`src/rtl/vend_dispenser.sv`:
```
// Vend event dispenser: buffers soda/change events, pulses the solenoid, then ejects nickels over req/ack.
// Optional per-event statistics counters are enabled with VEND_DISPENSER_STATS_EN.
module vend_dispenser #(
  parameter int unsigned FIFO_DEPTH = 4,
  parameter int unsigned SOL_CYCLES = 4,
  parameter int unsigned COIN_GAP   = 2
) (
  input  logic                          i_clk,
  input  logic                          reset_n,
  input  logic                          i_soda,
  input  logic [2:0]                    i_change,
  input  logic                          i_eject_ack,
  output logic                          o_solenoid,
  output logic                          o_eject_req,
  output logic                          o_busy,
  output logic [$clog2(FIFO_DEPTH):0]   o_pending,
  output logic                          o_overflow,
`ifdef VEND_DISPENSER_STATS_EN
  output logic [15:0]                   o_soda_cnt,
  output logic [15:0]                   o_nickel_cnt,
`endif
  output logic                          o_err
);

  localparam int unsigned AW  = $clog2(FIFO_DEPTH);
  localparam int unsigned CW  = AW + 1;
  localparam int unsigned SCW = (SOL_CYCLES > 1) ? $clog2(SOL_CYCLES + 1) : 1;
  localparam int unsigned GCW = (COIN_GAP > 1) ? $clog2(COIN_GAP + 1) : 1;

  typedef enum logic [1:0] {
    S_IDLE     = 2'd0,
    S_SOL      = 2'd1,
    S_COIN_REQ = 2'd2,
    S_COIN_GAP = 2'd3
  } state_t;

  state_t         state, state_nx;
  logic [2:0]     rem, rem_nx;
  logic [SCW-1:0] sol_cnt, sol_nx;
  logic [GCW-1:0] gap_cnt, gap_nx;
  logic           req_nx;
  logic           pop, push, ack_ok;
  logic           fifo_empty, fifo_full;
  logic [2:0]     chg_clamped;
  logic [AW-1:0]  wr_ptr, rd_ptr;
  logic [2:0]     mem [FIFO_DEPTH];

  // Event FIFO status; the pop never bypasses a same-edge push
  assign fifo_empty  = (o_pending == '0);
  assign fifo_full   = (o_pending == CW'(FIFO_DEPTH));
  assign chg_clamped = (i_change > 3'd4) ? 3'd4 : i_change;
  assign push        = i_soda && (!fifo_full || pop);
  assign ack_ok      = o_eject_req && i_eject_ack;

  always_ff @(posedge i_clk) begin
    if (push) mem[wr_ptr] <= chg_clamped;
  end

  // Next-state and output decode
  always_comb begin
    state_nx = state;
    rem_nx   = rem;
    sol_nx   = sol_cnt;
    gap_nx   = gap_cnt;
    req_nx   = o_eject_req;
    pop      = 1'b0;
    unique case (state)
      S_IDLE: begin
        if (!fifo_empty) begin
          pop      = 1'b1;
          rem_nx   = mem[rd_ptr];
          sol_nx   = SCW'(SOL_CYCLES);
          state_nx = S_SOL;
        end
      end
      S_SOL: begin
        if (sol_cnt == SCW'(1)) begin
          if (rem != 3'd0) begin
            state_nx = S_COIN_REQ;
            req_nx   = 1'b1;
          end else begin
            state_nx = S_IDLE;
          end
        end else begin
          sol_nx = sol_cnt - SCW'(1);
        end
      end
      S_COIN_REQ: begin
        if (ack_ok) begin
          rem_nx = rem - 3'd1;
          req_nx = 1'b0;
          if (rem == 3'd1) begin
            state_nx = S_IDLE;
          end else if (COIN_GAP > 0) begin
            state_nx = S_COIN_GAP;
            gap_nx   = GCW'(COIN_GAP);
          end
        end else if (!o_eject_req) begin
          // back-to-back mode: one forced low cycle has elapsed
          req_nx = 1'b1;
        end
      end
      S_COIN_GAP: begin
        if (gap_cnt <= GCW'(1)) begin
          state_nx = S_COIN_REQ;
          req_nx   = 1'b1;
        end else begin
          gap_nx = gap_cnt - GCW'(1);
        end
      end
      default: state_nx = S_IDLE;
    endcase
  end

  // State, FIFO bookkeeping and registered outputs
  always_ff @(posedge i_clk or negedge reset_n) begin
    if (!reset_n) begin
      state       <= S_IDLE;
      rem         <= '0;
      sol_cnt     <= '0;
      gap_cnt     <= '0;
      wr_ptr      <= '0;
      rd_ptr      <= '0;
      o_pending   <= '0;
      o_solenoid  <= 1'b0;
      o_eject_req <= 1'b0;
      o_busy      <= 1'b0;
      o_overflow  <= 1'b0;
      o_err       <= 1'b0;
    end else begin
      state       <= state_nx;
      rem         <= rem_nx;
      sol_cnt     <= sol_nx;
      gap_cnt     <= gap_nx;
      o_solenoid  <= (state_nx == S_SOL);
      o_eject_req <= req_nx;
      o_busy      <= (state != S_IDLE) || !fifo_empty;
      if (push) wr_ptr <= wr_ptr + AW'(1);
      if (pop)  rd_ptr <= rd_ptr + AW'(1);
      if (push && !pop)      o_pending <= o_pending + CW'(1);
      else if (pop && !push) o_pending <= o_pending - CW'(1);
      if (i_soda && fifo_full && !pop) o_overflow <= 1'b1;
      if (i_soda && (i_change > 3'd4)) o_err      <= 1'b1;
    end
  end

`ifdef VEND_DISPENSER_STATS_EN
  // Free-running event counters, wrapping naturally at 16 bits
  always_ff @(posedge i_clk or negedge reset_n) begin
    if (!reset_n) begin
      o_soda_cnt   <= '0;
      o_nickel_cnt <= '0;
    end else begin
      if (pop)    o_soda_cnt   <= o_soda_cnt + 16'd1;
      if (ack_ok) o_nickel_cnt <= o_nickel_cnt + 16'd1;
    end
  end
`endif

endmodule
```
`config.mk`:
```
export PLATFORM = sky130hd
export DESIGN_NAME = vend_dispenser
export DESIGN_NICKNAME = d
export VERILOG_FILES = /design/src/rtl/vend_dispenser.sv
export SDC_FILE = /design/constraint.sdc
export NUM_CORES = 1
export LEC_CHECK = 0
export CAP_MARGIN = 10
export CORE_AREA = 2 2 73 75
export DETAILED_ROUTE_END_ITERATION = 16
export DIE_AREA = 0 0 75 77
export PLACE_DENSITY = 0.52
export SYNTH_ARGS = -nofsm -noshare
export SYNTH_HDL_FRONTEND = slang
export SYNTH_SLANG_ARGS = --single-unit
```
`constraint.sdc`:
```
create_clock -name i_clk -period 2.3 [get_ports i_clk]
set_clock_uncertainty 0.15 [all_clocks]
set_input_delay 0.46 -clock i_clk [delete_from_list [all_inputs] [get_ports i_clk]]
set_output_delay 0.46 -clock i_clk [all_outputs]
set_load 0.05 [all_outputs]
```
# After elaboration in Yosys (flattened, before gate mapping)
# Memory sizes are Yosys's and may differ from the RTL's.
# Cells that the tools add are included.
[op_classes]
magnitude_cmp = 2
n_mux = 29
eq_ne = 15
n_addsub = 7
n_reduce_logical = 26
[op_table]
columns = ["op", "n"]
rows = [
  ["3-bit 2-to-1 mux", 7],
  ["2-bit 2-to-1 mux", 9],
  ["2-bit inequality test, second input constant", 8],
  ["3-bit one-hot mux with 2 select lines", 2],
  ["2-bit nonzero test", 5],
  ["3-bit by 1-bit subtractor with 3-bit output, second input constant", 3],
  ["1-bit 2-to-1 mux", 8],
  ["2-bit one-hot mux with 4 select lines", 1],
  ["4-bit AND reduction", 2],
  ["1-bit logical AND", 7],
  ["3-bit by 1-bit equality test with 1-bit output, second input constant", 2],
  ["3-bit AND reduction", 2],
  ["3-bit nonzero test", 2],
  ["2-bit by 1-bit adder with 2-bit output, second input constant", 2],
  ["2-bit by 1-bit equality test with 1-bit output, second input constant", 2],
  ["2-bit equality test, second input constant", 2],
  ["1-bit zero test", 4],
  ["2-bit one-hot mux with 2 select lines", 1],
  ["3-bit by 1-bit adder with 3-bit output, second input constant", 1],
  ["3-bit equality test, second input constant", 1],
  ["3-bit > comparator, second input constant", 1],
  ["3-bit zero test", 1],
  ["1-bit one-hot mux with 3 select lines", 1],
  ["2-bit by 1-bit less-or-equal comparator with 1-bit output, second input constant", 1],
  ["other kinds (3)", 4],
]
[word_totals]
register_bits = 22
out_inout_bits = 8
memories = 1
mem_bits_rw = 12
[memory_table]
columns = ["name", "words", "width", "read_ports", "rd_clocked_by_memory_dff", "write_ports", "line_no", "rtl"]
rows = [
  ["mem", 4, 3, 1, 0, 1, "46", "logic [2:0] mem [FIFO_DEPTH];"],
]

# Longest topological paths before layout
[depth]
ltp_word = 9
ltp_mapped = 10
depth_no_buf = 8

# Worst setup path before layout
# Ideal clock, no wire load.
[synth_timing]
path_type = "register -> register"
startpoint = "register o_pending[2]"
endpoint = "register o_pending[2]"
path_buffers = 1
path_stages_with_launch = 10
period_less_slack_ps = 2430
slack_ps = -130
t_arrival_ps = 2132
required_ps = 2001
setup_ps = 149
path_cell_list = "dfrtp_1 nor3_1 or2_1 buf_6 ha_1 inv_1 fa_1 xor2_1 nor2_1 xor2_1"
[synth_between]
elab_chain_len = 8
elab_cells_between_ends = 16
classes_between = "2 x add/sub; 1 x eq/ne; 4 x mux; 9 x reduce/logical"
[synth_rtl]
columns = ["item", "line_no", "rtl"]
rows = [
  ["start, declared", "16", "output logic [$clog2(FIFO_DEPTH):0] o_pending,"],
  ["start signal, assigned", "140", "if (push && !pop) o_pending <= o_pending + CW'(1);"],
  ["start signal, assigned", "141", "else if (pop && !push) o_pending <= o_pending - CW'(1);"],
  ["3-bit zero test", "49", "assign fifo_empty = (o_pending == '0);"],
  ["1-bit 2-to-1 mux", "69", "if (!fifo_empty) begin"],
  ["1-bit 2-to-1 mux", "67", "unique case (state)"],
  ["1-bit logical OR", "52", "assign push = i_soda && (!fifo_full || pop);"],
  ["1-bit logical AND", "52", ""],
  ["1-bit zero test", "141", ""],
  ["1-bit logical AND", "141", ""],
  ["2-bit nonzero test (no source line)", "--", ""],
]
# Several ways; a longest one is shown, not always the timed one. The select of a mux whose other input is x is not followed.
# A chain may end at the register's enable or synchronous reset.

# Worst setup path after layout
[layout_timing]
startpoint = "register o_pending[2]"
endpoint = "output port o_pending[2]"
# No word-level cell between the ends.

==> flow_metrics.env <==
export IMPL_leakage_nw=0.832
export IMPL_ctsResizeCount=0
export IMPL_netlist_instances=134
export IMPL_fp_dieW_um=75
export IMPL_worstPathRequired_ns=1.69
export IMPL_cts_clk_slew_worst_paths_ns=0.07
export IMPL_placed_cells=221
export IMPL_drt_iter0_markers=26
export IMPL_cp_slowest_cell="clkdlybuf4s50_1"
export IMPL_fillCellCount=464
export IMPL_synth_net_count=153
export IMPL_grt_usage_pct=11.0
export IMPL_routabilityCongestion=0.739
export IMPL_postCtsSetupBuffers=0
export IMPL_powerDensity_nw_per_um2=1400
export IMPL_min_to="o_err"
export IMPL_path_class="flop to output pin"
export IMPL_cp_start_kind="flop"
export IMPL_clock_path_buffers=2
export IMPL_placedInstanceArea_um2=1960
export IMPL_drive_above_1_share_pct=20.1
export IMPL_syn_area_um2=1700
export IMPL_finalSetupViolCount=0
export IMPL_antenna_found_initial=0
export IMPL_yosysUniqueCellTypes=43
export IMPL_ff2ff_path_depth=6
export IMPL_grt_first_pass_wirelength_mm=4.71
export IMPL_cp_end_kind="output pin"
export IMPL_grt_setup_unrepaired="false"
export IMPL_fmax_ghz=0.462
export IMPL_final_area_um2=2070
export IMPL_hold_path_class="flop to flop"
export IMPL_cts_sinks=34
export IMPL_hold_violations=0
export IMPL_synthSimpleGateAreaFrac_pct=14.0
export IMPL_synth_seq_area_share_pct=53.5
export IMPL_status="complete, no violations"
export IMPL_syn_avg_cell_area_um2=12.7
export IMPL_crit_chain="clkdlybuf4s50_1"
export IMPL_path_max_fanout=5
export IMPL_firstDrtPassIters=4
export IMPL_r2r_end="o_pending[1]"
export IMPL_yosysMostFrequentCell="dfrtp_1"
export IMPL_muxShareOfSynthArea_pct=5.21
export IMPL_path_buf_inv=1
export IMPL_drc_errors=0
export IMPL_crit_family="buffers and inverters"
export IMPL_multiInputGateArea_um2=714
export IMPL_clock_root_buffer="clkbuf_8"
export IMPL_start_util_pct=34.2
export IMPL_synth_edff_count=12
export IMPL_cts_hold_buf=0
export IMPL_synth_xor_area_share_pct=4.04
export IMPL_vdd_ir_drop_worst_mv=0.835
export IMPL_yosysTopAreaCellShare_pct=32.3
export IMPL_holdPathStages=1
export IMPL_dr_total_vias=1048
export IMPL_max_slew_margin_pct=66.6
export IMPL_ant_nets=0
export IMPL_io_buffers=14
export IMPL_synth_common_cells="22 x dfrtp_1, 12 x edfxtp_1, 11 x ha_1, 11 x inv_1, 7 x nor2_1"
export IMPL_die_y_um=77
export IMPL_cap_violations=0
export IMPL_postRouteWirelength_mm=2.88
export IMPL_worst_pin_slew_ns=0.500
export IMPL_coreArea_um2=4980
export IMPL_yosysWarnings=0
export IMPL_crit_arrival_ns=1.55
export IMPL_io_pin_count=15
export IMPL_row_count=26
export IMPL_post_dp_hpwl_mm=2.19
export IMPL_fin_nets=177
export IMPL_cts_tree="done"
export IMPL_fin_crit_sh_pct=94.0
export IMPL_grt_overflow=0
export IMPL_synth_compound_area_share_pct=9.18
export IMPL_yosys_area_share_adder_pct=9.25
export IMPL_first_global_vias=1039
export IMPL_synth_top_family_by_area="simple AND/OR/NAND/NOR gates"
export IMPL_worstHoldStart="o_err"
export IMPL_finalCriticalPeriod_ns=2.16
export IMPL_synth_ff_type="dfrtp_1"
export IMPL_r2r_start="state[0]"
export IMPL_layoutNonFillerInstCount=229
export IMPL_synth_seq_cells=34
export IMPL_viasPerCell=4.58
export IMPL_htreeDepth=2
export IMPL_ys_top_cells_by_area="dfrtp_1 32%, edfxtp_1 21%, ha_1 8.1%"
export IMPL_reg2reg_slack_ns=0.17
export IMPL_wl_per_cell_um=12.6
export IMPL_cts_inserted_buffers=5
export IMPL_yosys_area_top_type="dfrtp_1"
export IMPL_area_growth_pct=21.6
export IMPL_synthArstFlopShare_pct=64.7
export IMPL_maxSlewViolCount=0
export IMPL_slowest_delay_ns=0.83
export IMPL_die_area_um2=5780
export IMPL_insertion_delay_ns=0.29
export IMPL_grt_max_degree=23
export IMPL_fin_tns_setup_ns=0
export IMPL_regArea_um2=915
export IMPL_num_antenna_cells=0
## cells by family after synthesis
family / Yosys count
XOR/XNOR: 7
adder cells (fa/ha/maj): 12
AO/OA/AOI/OAI: 21
AND/OR/NAND/NOR: 39
flip-flops: 34
multiplexers: 5
buffers and inverters: 16
## worst max-delay path by stage
stage | startpoint | slack [ns] | cells after the start | endpoint
CTS | o_pending[2] | 0.12 | 1 | o_pending[2]
global placement | i_soda | -0.09 | 9 | o_pending[2]
floorplan | state[1] | 0.03 | 8 | o_pending[1]
finish | o_pending[2] | 0.14 | 1 | o_pending[2]
global route | o_pending[2] | 0.07 | 8 | o_pending[2]
detailed placement | i_soda | -0.13 | 9 | o_pending[2]
## flip-flops by register name (all words and copies together), names as in the netlist
name,cells
o_pending,3
o_eject_req,1
wr_ptr,2
o_solenoid,1
o_overflow,1
sol_cnt,3
o_busy,1
gap_cnt,2
o_err,1
state,2
rd_ptr,2
rem,3
mem,12
## routing by layer
layer	track usage (%)	vias to the layer above	wire, um
li1	-	510	-
met1	12.7	512	1270
met2	17.7	20	1440
met3	3.55	6	104
met4	6.07	0	68
met5	0	-	0
## final cells by class
class                      instances  share of cell area (%)
timing repair buffer              22                    9.66
multi-input combinational         84                    34.5
sequential                        34                    44.1
inverter                          11                    1.99
clock buffer                       5                    3.32
clock inverter                     3                    2.17
tap                               70                    4.23
## where the power goes
part | total (W) | internal [W] | switching [W]
clock network | 0.000544 | 0.000322 | 0.000222
logic | 0.00131 | 0.000602 | 0.000712
registers | 0.00105 | 0.000863 | 0.000188
## cells in the final DEF, fill, tap and decap left out, types with 2 or more instances in the layout
cell and instances:
inv_1 11, nor2_1 7, ha_1 11, clkdlybuf4s50_1 14, mux4_2 3, nand2_1 5
nand2b_1 5, dfrtp_1 19, or3b_2 2, a21oi_1 6, xor2_1 2, dfrtp_2 3
edfxtp_1 12, xnor2_1 4, clkinvlp_4 2, and2_1 5, clkbuf_8 5, buf_4 8
nor2b_1 4, o21ai_0 5
## stage by stage
stage / util, % / setup WS (ns) / total power (W) / hold WS, ns
6_report: 41.6 / 0.138 / 0.00291 / 0.333
5_1_grt: 41.6 / 0.0719 / 0.00311 / 0.360
4_1_cts: 41.6 / 0.122 / 0.00295 / 0.338
3_5_place_dp: 39.3 / -0.133 / 0.00239 / 0.314
3_3_place_gp: 39.3 / -0.0925 / 0.00232 / 0.300
2_1_floorplan: - / 0.0320 / 0.00205 / 0.0144
Note: power is estimated with default switching activity, not from simulation.
